<file path="src/rtl/icache_direct_if.sv">
// Fetch-side and memory-side channels of the direct-mapped instruction cache.
// The slave modport is the cache; the master modport drives requests and returns memory data.
interface icache_direct_if;
  logic        dp_imemREN;
  logic [31:0] dp_imemaddr;
  logic        dp_ihit;
  logic [31:0] dp_imemload;
  logic        mem_iREN;
  logic [31:0] mem_iaddr;
  logic        mem_iwait;
  logic [31:0] mem_iload;

  modport master (
    output dp_imemREN, dp_imemaddr, mem_iwait, mem_iload,
    input  dp_ihit, dp_imemload, mem_iREN, mem_iaddr
  );

  modport slave (
    input  dp_imemREN, dp_imemaddr, mem_iwait, mem_iload,
    output dp_ihit, dp_imemload, mem_iREN, mem_iaddr
  );
endinterface

</file>
<file path="src/rtl/icache_direct.sv">
// Direct-mapped read-only instruction cache with one-word frames and same-cycle hits.
// Optional hit/miss statistics counters are built when ICACHE_STATS_EN is defined.
//
// state | meaning
// IDLE  | lookups served combinationally; a miss latches the fill address
// FILL  | memory read held on mem_iREN/mem_iaddr until mem_iwait drops
module icache_direct #(
  parameter int SETS = 16
) (
  input  logic             CLK,
  input  logic             nRST,
  input  logic             flush,
  icache_direct_if.slave   bus,
  output logic [31:0]      hit_count,
  output logic [31:0]      miss_count
);
  localparam int IW = $clog2(SETS);
  localparam int TW = 30 - IW;

  typedef enum logic {IDLE, FILL} state_t;

  state_t          state;
  logic [SETS-1:0] valid;
  logic [TW-1:0]   tag_arr  [SETS];
  logic [31:0]     data_arr [SETS];

  logic [IW-1:0] req_idx;
  logic [TW-1:0] req_tag;
  logic [IW-1:0] fill_idx;
  logic [TW-1:0] fill_tag;
  logic          hit;
  logic          miss;
  logic          fill_done;
  logic          unused_addr_bits;

  assign req_idx  = bus.dp_imemaddr[IW+1:2];
  assign req_tag  = bus.dp_imemaddr[31:IW+2];
  // mem_iaddr doubles as the fill-address register: it holds the latched line for the whole FILL
  assign fill_idx = bus.mem_iaddr[IW+1:2];
  assign fill_tag = bus.mem_iaddr[31:IW+2];
  assign unused_addr_bits = ^bus.dp_imemaddr[1:0];

  // flush suppresses hits in its own cycle, matching the valid bits it is about to clear
  assign hit       = (state == IDLE) && bus.dp_imemREN && !flush &&
                     valid[req_idx] && (tag_arr[req_idx] == req_tag);
  assign miss      = (state == IDLE) && bus.dp_imemREN && !hit;
  assign fill_done = (state == FILL) && !bus.mem_iwait;

  assign bus.dp_ihit     = hit;
  assign bus.dp_imemload = hit ? data_arr[req_idx] : 32'd0;

  always_ff @(posedge CLK or negedge nRST) begin
    if (!nRST) begin
      state         <= IDLE;
      valid         <= '0;
      bus.mem_iREN  <= 1'b0;
      bus.mem_iaddr <= 32'd0;
    end else begin
      if (flush)
        valid <= '0;
      else if (fill_done)
        valid[fill_idx] <= 1'b1;

      case (state)
        IDLE: begin
          if (miss) begin
            state         <= FILL;
            bus.mem_iREN  <= 1'b1;
            bus.mem_iaddr <= {req_tag, req_idx, 2'b00};
          end
        end
        FILL: begin
          if (!bus.mem_iwait) begin
            state         <= IDLE;
            bus.mem_iREN  <= 1'b0;
            bus.mem_iaddr <= 32'd0;
          end
        end
        default: state <= IDLE;
      endcase
    end
  end

  // Tag and data arrays carry no reset; the valid bits alone qualify them
  always_ff @(posedge CLK) begin
    if (fill_done) begin
      tag_arr[fill_idx]  <= fill_tag;
      data_arr[fill_idx] <= bus.mem_iload;
    end
  end

`ifdef ICACHE_STATS_EN
  logic [31:0] hit_cnt;
  logic [31:0] miss_cnt;

  always_ff @(posedge CLK or negedge nRST) begin
    if (!nRST) begin
      hit_cnt  <= 32'd0;
      miss_cnt <= 32'd0;
    end else begin
      if (hit && (hit_cnt != 32'hFFFF_FFFF))
        hit_cnt <= hit_cnt + 32'd1;
      if (miss && (miss_cnt != 32'hFFFF_FFFF))
        miss_cnt <= miss_cnt + 32'd1;
    end
  end

  assign hit_count  = hit_cnt;
  assign miss_count = miss_cnt;
`else
  assign hit_count  = 32'd0;
  assign miss_count = 32'd0;
`endif
endmodule

</file>
<file path="src/flat_wrapper.sv">
// flat-port wrapper written by rule: the top's interface ports become plain ports
module icache_direct_flat 
#(
  parameter int SETS = 16
)
  (CLK, nRST, flush, hit_count, miss_count, bus_dp_imemREN, bus_dp_imemaddr, bus_mem_iwait, bus_mem_iload, bus_dp_ihit, bus_dp_imemload, bus_mem_iREN, bus_mem_iaddr);
  icache_direct_if bus_i ();
  input  logic CLK;
  input  logic nRST;
  input  logic flush;
  output logic [31:0] hit_count;
  output logic [31:0] miss_count;
  input wire logic [$bits(bus_i.dp_imemREN)-1:0] bus_dp_imemREN;
  input wire logic [$bits(bus_i.dp_imemaddr)-1:0] bus_dp_imemaddr;
  input wire logic [$bits(bus_i.mem_iwait)-1:0] bus_mem_iwait;
  input wire logic [$bits(bus_i.mem_iload)-1:0] bus_mem_iload;
  output wire logic [$bits(bus_i.dp_ihit)-1:0] bus_dp_ihit;
  output wire logic [$bits(bus_i.dp_imemload)-1:0] bus_dp_imemload;
  output wire logic [$bits(bus_i.mem_iREN)-1:0] bus_mem_iREN;
  output wire logic [$bits(bus_i.mem_iaddr)-1:0] bus_mem_iaddr;
  assign bus_i.dp_imemREN = bus_dp_imemREN;
  assign bus_i.dp_imemaddr = bus_dp_imemaddr;
  assign bus_i.mem_iwait = bus_mem_iwait;
  assign bus_i.mem_iload = bus_mem_iload;
  assign bus_dp_ihit = bus_i.dp_ihit;
  assign bus_dp_imemload = bus_i.dp_imemload;
  assign bus_mem_iREN = bus_i.mem_iREN;
  assign bus_mem_iaddr = bus_i.mem_iaddr;
  icache_direct #(.SETS(SETS)) u_core (.CLK(CLK), .nRST(nRST), .flush(flush), .bus(bus_i), .hit_count(hit_count), .miss_count(miss_count));
endmodule
</file>
<file path="config.mk">
export PLATFORM = sky130hd
export DESIGN_NAME = icache_direct_flat
export DESIGN_NICKNAME = d
export VERILOG_FILES = /design/src/rtl/icache_direct_if.sv /design/src/rtl/icache_direct.sv /design/src/flat_wrapper.sv
export SDC_FILE = /design/constraint.sdc
export NUM_CORES = 1
export LEC_CHECK = 0
export CORE_MARGIN = 5
export CORE_UTILIZATION = 40
export DETAILED_ROUTE_END_ITERATION = 16
export DONT_BUFFER_PORTS = 1
export GPL_TIMING_DRIVEN = 0
export PLACE_DENSITY = 0.63
export SYNTH_ARGS = -nofsm -noshare
export SYNTH_HDL_FRONTEND = slang
export SYNTH_SLANG_ARGS = --single-unit
</file>
<file path="constraint.sdc">
create_clock -name CLK -period 8.43 [get_ports CLK]
set_input_delay 0.843 -clock CLK [delete_from_list [all_inputs] [get_ports CLK]]
set_output_delay 0.843 -clock CLK [all_outputs]
set_load 0.01 [all_outputs]
</file>
==> flow_metrics.env, run 1 <==
export IMPL_yosys_top_cells_area="edfxtp_1 72%, mux4_2 15%, dfrtp_1 3.1%"
export IMPL_die_h_um=321
export IMPL_fin_skew_ns=0.0241
export IMPL_fin_setup_tns_ns=0
export IMPL_r2r_setup_slack_ns=4.83
export IMPL_slowest_stage="clkinv_1"
export IMPL_first_global_vias=19956
export IMPL_synthesis_area_um2=38800
export IMPL_grt_pass1_wl_um=141000
export IMPL_busiest_layer="met2"
export IMPL_ir_worst_vdd_uv=185
export IMPL_dp_hpwl_um=64300
export IMPL_cp_end_kind="output pin"
export IMPL_start_kind="input pin"
export IMPL_place_inst=3212
export IMPL_layout_min_cycle_time_ns=6.03
export IMPL_yosys_most_used_dff="edfxtp_1"
export IMPL_cts_max_path_buffers=3
export IMPL_wirelength_um=97400
export IMPL_period_share_pct=71.6
export IMPL_cts_sinks=976
export IMPL_root_buffer="clkbuf_16"
export IMPL_ys_warnings_count=0
export IMPL_ys_seq_area_share_pct=75.0
export IMPL_route_detailed_drc=0
export IMPL_rsz0062_at_grt="false"
export IMPL_core_um2=96400
export IMPL_crit_fanout=10
export IMPL_drive_gt1_share_pct=29.1
export IMPL_cpPeakStageDelay_ns=0.77
export IMPL_via_count=18929
export IMPL_fillCellCount=7912
export IMPL_cts_tree="done"
export IMPL_cts_buffers=95
export IMPL_hold_violations=0
export IMPL_row_count=114
export IMPL_htreeDepth=3
export IMPL_place_gp_congestion=0.825
export IMPL_setup_ws_ns=2.40
export IMPL_status="complete, no violations"
export IMPL_insertion_delay_ns=0.66
export IMPL_crit_chain="buf_2 > clkinv_1 > buf_1 > clkbuf_1 > o22ai_1 > o21ai_0 > or4b_4 > buf_6 > or2_4 > buf_6 > nor2b_2"
export IMPL_power_density_nw_per_um2=236
export IMPL_synthCells=1806
export IMPL_routed_via_density=5.59
export IMPL_io_pins=199
export IMPL_die_w_um=321
export IMPL_io_buffer_count=0
export IMPL_power_leakage_nw=14.7
export IMPL_hold_path_class="in2async"
export IMPL_final_cells=3388
export IMPL_nNetsFinal=2103
export IMPL_synth_most_common_cell="edfxtp_1"
export IMPL_synth_top_area_share_pct=71.9
export IMPL_synth_edf_count=928
export IMPL_synth_async_reset_ratio_pct=4.92
export IMPL_path_class="in2out"
export IMPL_post_drt_wl_per_cell_um=28.7
export IMPL_gr_usage_all_layers_pct=18.8
export IMPL_drv_cap=0
export IMPL_total_power_mw=10.6
export IMPL_die_area_um2=103000
export IMPL_initial_utilization_pct=40.2
export IMPL_synth_avg_cell_area_um2=21.5
export IMPL_groute_layer_met2_usage_pct=30.7
export IMPL_cpMostUsedCell="buf_6"
export IMPL_first_pass_iters=5
export IMPL_worstPathArrival_ns=5.19
export IMPL_synth_ff_latch_count=976
export IMPL_grt_util_met3_pct=5.43
export IMPL_fmax_mhz=166
export IMPL_synth_common_cells="928 x edfxtp_1, 254 x mux4_2, 74 x buf_4, 71 x mux2i_1, 52 x nor2_1"
export IMPL_slew_viol_final=0
export IMPL_met1_usage_pct=25.1
export IMPL_drt_iter0_drc=1917
export IMPL_setup_viol=0
export IMPL_clkTransAtPathRegs_ns=0.07
export IMPL_pre_cts_slack_ns=2.38
export IMPL_tightest_slew_ns=1.37
export IMPL_num_antenna_cells=0
export IMPL_synth_top_cell_by_area="edfxtp_1"
export IMPL_area_growth_pct=15.8
export IMPL_antenna_found_initial=0
export IMPL_ant_nets=0
export IMPL_fin_util_pct=46.6
export IMPL_critical_path_required_ns=7.59
export IMPL_relSlewSlack_pct=8.96
export IMPL_synth_distinct_cells=59
export IMPL_grt_overflow_total=0
export IMPL_grt_max_degree=49
[critical path: cells and delay by family]
kind	cells	cell delay, ns
buffers and inverters	6	2.66
AND/OR/NAND/NOR	3	1.22
AO/OA/AOI/OAI	2	0.44
[layout make-up]
cell class | instances | area (um2) | area share (%)
buffer | 162 | 988 | 2.20
clock buffer | 122 | 2490 | 5.54
clock inverter | 53 | 631 | 1.40
inverter | 34 | 128 | 0.284
multi-input combinational | 699 | 8920 | 19.9
sequential | 976 | 29100 | 64.8
tap | 1276 | 1600 | 3.56
timing repair buffer | 66 | 1060 | 2.37
[power breakdown]
group          switching (mW)  total, mW  internal [mW]  leakage (nW)
sequential              0.159       5.66           5.51          9.05
clock                    1.80       4.30           2.49          1.52
combinational           0.361      0.639          0.278          4.08
[timing repair]
| item | 4_1_cts | 5_1_grt |
|---|---|---|
| gates resized for setup | 0 | 0 |
| hold buffers | 1 | 0 |
| buffers inserted | 0 | 0 |
| endpoints found under the hold margin | 48 | 0 |
[layer usage]
layer / vias to the layer above / share of wire [%] / routed length (um)
li1: 7806 / - / -
met1: 10140 / 40 / 38800
met2: 825 / 48 / 47200
met3: 158 / 9.1 / 8880
met4: 0 / 2.6 / 2490
met5: - / 0 / 0
[layout by cell type, fill, tap and decap left out, drive strengths merged, types with 3 or more instances in the layout]
| cell | synthesis | routed |
|---|---|---|
| and3 | 3 | 3 |
| mux4 | 258 | 258 |
| a22oi | 3 | 3 |
| o21ba | 3 | 3 |
| o311ai | 26 | 26 |
| nand3 | 5 | 5 |
| nor2b | 36 | 36 |
| a21oi | 8 | 8 |
| edfxtp | 928 | 928 |
| nor3 | 5 | 5 |
| mux2i | 71 | 71 |
| conb | 1 | 66 |
| nand2 | 45 | 45 |
| bufinv | 0 | 13 |
| clkinvlp | 0 | 3 |
| dfrtp | 48 | 48 |
| nand2b | 5 | 5 |
| nor4 | 4 | 4 |
| o2111ai | 27 | 27 |
| a22o | 3 | 3 |
| xnor2 | 21 | 21 |
| clkbuf | 41 | 163 |
| o21ai | 12 | 12 |
| inv | 33 | 36 |
| clkinv | 1 | 35 |
| buf | 121 | 187 |
| xor2 | 17 | 17 |
| nor2 | 52 | 52 |
[cell families (layout without fill, tap and decap cells)]
| logic type | after synthesis | count (layout) | share of synthesized area, % |
|---|---|---|---|
| AOI/OAI and AO/OA | 100 | 100 | 2.07 |
| xor gates and xnor gates | 38 | 38 | 0.859 |
| buffers and inverters | 196 | 437 | 2.88 |
| DFF | 976 | 976 | 75.0 |
| muxes | 329 | 329 | 16.9 |
| other | 1 | 66 | 0.00968 |
| and+or+nand+nor | 166 | 166 | 2.31 |
[final timing paths]
check,startpoint,endpoint,cells past startpoint
hold reg to reg,u_core.valid[5]$_DFFE_PN0P_,u_core.valid[5]$_DFFE_PN0P_,2
setup / recovery,bus_dp_imemaddr[5],bus_dp_imemload[2],11
min in group CLK,bus_mem_iload[14],u_core.data_arr[11][14]$_DFFE_PP_,0
hold / removal,nRST,u_core.bus.mem_iaddr[28]$_DFFE_PN0P_,1
setup reg to reg,u_core.state$_DFF_PN0_,u_core.data_arr[3][10]$_DFFE_PP_,10
max in group asynchronous,nRST,u_core.bus.mem_iaddr[13]$_DFFE_PN0P_,1
[metrics by stage]
step	hold WS (ns)	cell area (um2)
after floorplan	0.458	39000
after global placement	0.471	40600
after detailed placement	0.485	41700
after CTS	0.0169	44900
after global routing	0.0288	44900
final	0.0427	44900
[sequential cells by signal, summed over array words and instances (netlist names)]
signal / cells
u_core.tag_arr: 416
u_core.bus.mem_iREN: 1
u_core.data_arr: 512
u_core.bus.mem_iaddr: 30
u_core.state: 1
u_core.valid: 16
No activity file was read; power rests on OpenSTA's default activity.
==> run 2, diff against run 1 <==
==> constraint.sdc (replaced) <==
create_clock -name CLK -period 5.76 [get_ports CLK]
set_input_delay 0.576 -clock CLK [delete_from_list [all_inputs] [get_ports CLK]]
set_output_delay 0.576 -clock CLK [all_outputs]
set_load 0.01 [all_outputs]
==> run 2 against run 1 <==
Final area grew 0.74%. Via count grew 1.3%. Die area is the same. Register-to-register slack lost 2.7 ns. Wire length grew 0.64%. Global-route usage grew 0.054 points. Critical path type unchanged.
==> flow_metrics.env, run 2 (synthesized netlist as in run 1, its figures left out) <==
export IMPL_p_seq_share_pct=53.3
export IMPL_die_w_um=321
export IMPL_io_buffer_count=0
export IMPL_critical_path_required_ns=5.18
export IMPL_hold_end="u_core.bus.mem_iREN$_DFFE_PN0P_"
export IMPL_ant_nets=0
export IMPL_setup_worst_path_start="bus_dp_imemaddr[5]"
export IMPL_combPwrFrac_pct=6.4
export IMPL_top_regs="u_core.data_arr x512, u_core.tag_arr x416, u_core.bus.mem_iaddr x30"
export IMPL_gr_usage_all_layers_pct=18.9
export IMPL_die_area_um2=103000
export IMPL_cts_setup_buffers=0
export IMPL_cts_max_path_buffers=3
export IMPL_final_common_cell="edfxtp_1"
export IMPL_fin_area_um2=45200
export IMPL_place_area_um2=41700
export IMPL_power_leakage_nw=14.8
export IMPL_setup_viol=0
export IMPL_period_share_pct=95.4
export IMPL_via_count=19176
export IMPL_first_global_vias=20087
export IMPL_io_pins=199
export IMPL_crit_fanout=10
export IMPL_grt_pass1_wl_um=142000
export IMPL_antenna_found_initial=3
export IMPL_hold_depth=2
export IMPL_hp_start="bus_mem_iwait"
export IMPL_clkTransAtPathRegs_ns=0.06
export IMPL_largest_reg_flops=512
export IMPL_initial_utilization_pct=40.2
export IMPL_setup_ws_ns=0.267
export IMPL_relSlewSlack_pct=9.39
export IMPL_tightest_slew_ns=1.36
export IMPL_routed_via_density=5.60
export IMPL_start_kind="input pin"
export IMPL_layout_min_cycle_time_ns=5.49
export IMPL_cts_tree="done"
export IMPL_fmax_mhz=182
export IMPL_swShare_pct=22.1
export IMPL_die_h_um=321
export IMPL_worstPathArrival_ns=4.92
export IMPL_wirelength_um=98000
export IMPL_pre_cts_slack_ns=0.242
export IMPL_final_cells=3422
export IMPL_core_um2=96400
export IMPL_path_class="in2out"
export IMPL_r2r_start="u_core.state$_DFF_PN0_"
export IMPL_cts_hold_fix_buffers=34
export IMPL_postCtsResizedCells=0
export IMPL_cp_end_kind="output pin"
export IMPL_cts_sinks=976
export IMPL_row_count=114
export IMPL_final_cell_mix="928 x edfxtp_1, 254 x mux4_2, 95 x clkbuf_16"
export IMPL_hold_violations=0
export IMPL_reg2reg_to="u_core.data_arr[3][10]$_DFFE_PP_"
export IMPL_post_drt_wl_per_cell_um=28.6
export IMPL_grt_overflow_total=0
export IMPL_hold_path_class="in2reg"
export IMPL_fin_setup_tns_ns=0
export IMPL_area_growth_pct=16.7
export IMPL_first_pass_iters=5
export IMPL_dp_hpwl_um=64300
export IMPL_r2r_setup_slack_ns=2.15
export IMPL_place_gp_congestion=0.825
export IMPL_ir_worst_vdd_uv=272
export IMPL_root_buffer="clkbuf_16"
export IMPL_regMostFlops="u_core.data_arr"
export IMPL_drt_iter0_drc=2104
export IMPL_place_inst=3212
export IMPL_cts_buffers=95
export IMPL_insertion_delay_ns=0.66
export IMPL_grt_max_degree=49
export IMPL_fin_skew_ns=0.0250
export IMPL_internal_power_mw=12.1
export IMPL_p_clk_share_pct=40.3
export IMPL_power_density_nw_per_um2=344
export IMPL_slew_viol_final=0
export IMPL_rsz0062_at_grt="false"
export IMPL_nNetsFinal=2136
export IMPL_htreeDepth=3
export IMPL_drive_gt1_share_pct=28.7
export IMPL_r2r_cells=10
export IMPL_total_power_mw=15.6
export IMPL_status="complete, no violations"
export IMPL_p_sw_mw=3.44
export IMPL_drv_cap=0
export IMPL_route_detailed_drc=0
-- run 2: layout make-up --
class	count	area, um2
Clock buffer	122	2490
Inverter	34	128
Multi-Input combinational cell	699	8920
Sequential cell	976	29100
Tap cell	1276	1600
Antenna cell	1	2.50
Fill cell	7887	51200
Buffer	162	988
Timing Repair Buffer	99	1390
Clock inverter	53	631
-- run 2: worst max-delay path by stage --
stage                                            endpoint  slack (ns)  cells past startpoint
after floorplan           u_core.data_arr[0][0]$_DFFE_PP_        0.06                      3
after global placement    u_core.data_arr[2][7]$_DFFE_PP_       -5.41                      5
after detailed placement              bus_dp_imemload[22]        0.24                      7
after CTS                             bus_dp_imemload[22]        0.22                      7
after global routing                  bus_dp_imemload[22]        0.11                      7
final                                  bus_dp_imemload[2]        0.27                     11
-- run 2: power groups by stage --
stage          clock, mW  sequential, mW  combinational [mW]
4_1_cts             6.36            8.29                1.01
6_report            6.28            8.29               0.998
3_5_place_dp           0            8.44               0.930
2_1_floorplan          0            8.35               0.610
3_3_place_gp           0            8.46               0.853
5_1_grt             6.67            8.32                1.07
-- run 2: routing by layer --
metal / track usage [%] / routed length, um / vias to the layer above
met1: 25.5 / 39400 / 10252
met4: 4.99 / 2530 / 4
li1: - / - / 7868
met3: 5.07 / 8690 / 169
met5: 0 / 27 / -
met2: 30.7 / 47400 / 883
-- run 2: critical path, stage by stage --
cell      delay, ns
buf_2          0.33
clkinv_1       0.80
buf_1          0.63
clkbuf_1       0.55
o22ai_1        0.33
o21ai_0        0.13
or4b_4         0.56
buf_6          0.17
or2_4          0.33
buf_6          0.21
nor2b_2        0.28
-- run 2: through the flow --
stage	utilization, %	hold slack, ns
2_1_floorplan	-	0.280
3_3_place_gp	42.1	0.282
3_5_place_dp	43.3	0.282
4_1_cts	46.9	0.0520
5_1_grt	46.9	0.0652
6_report	46.9	0.0869
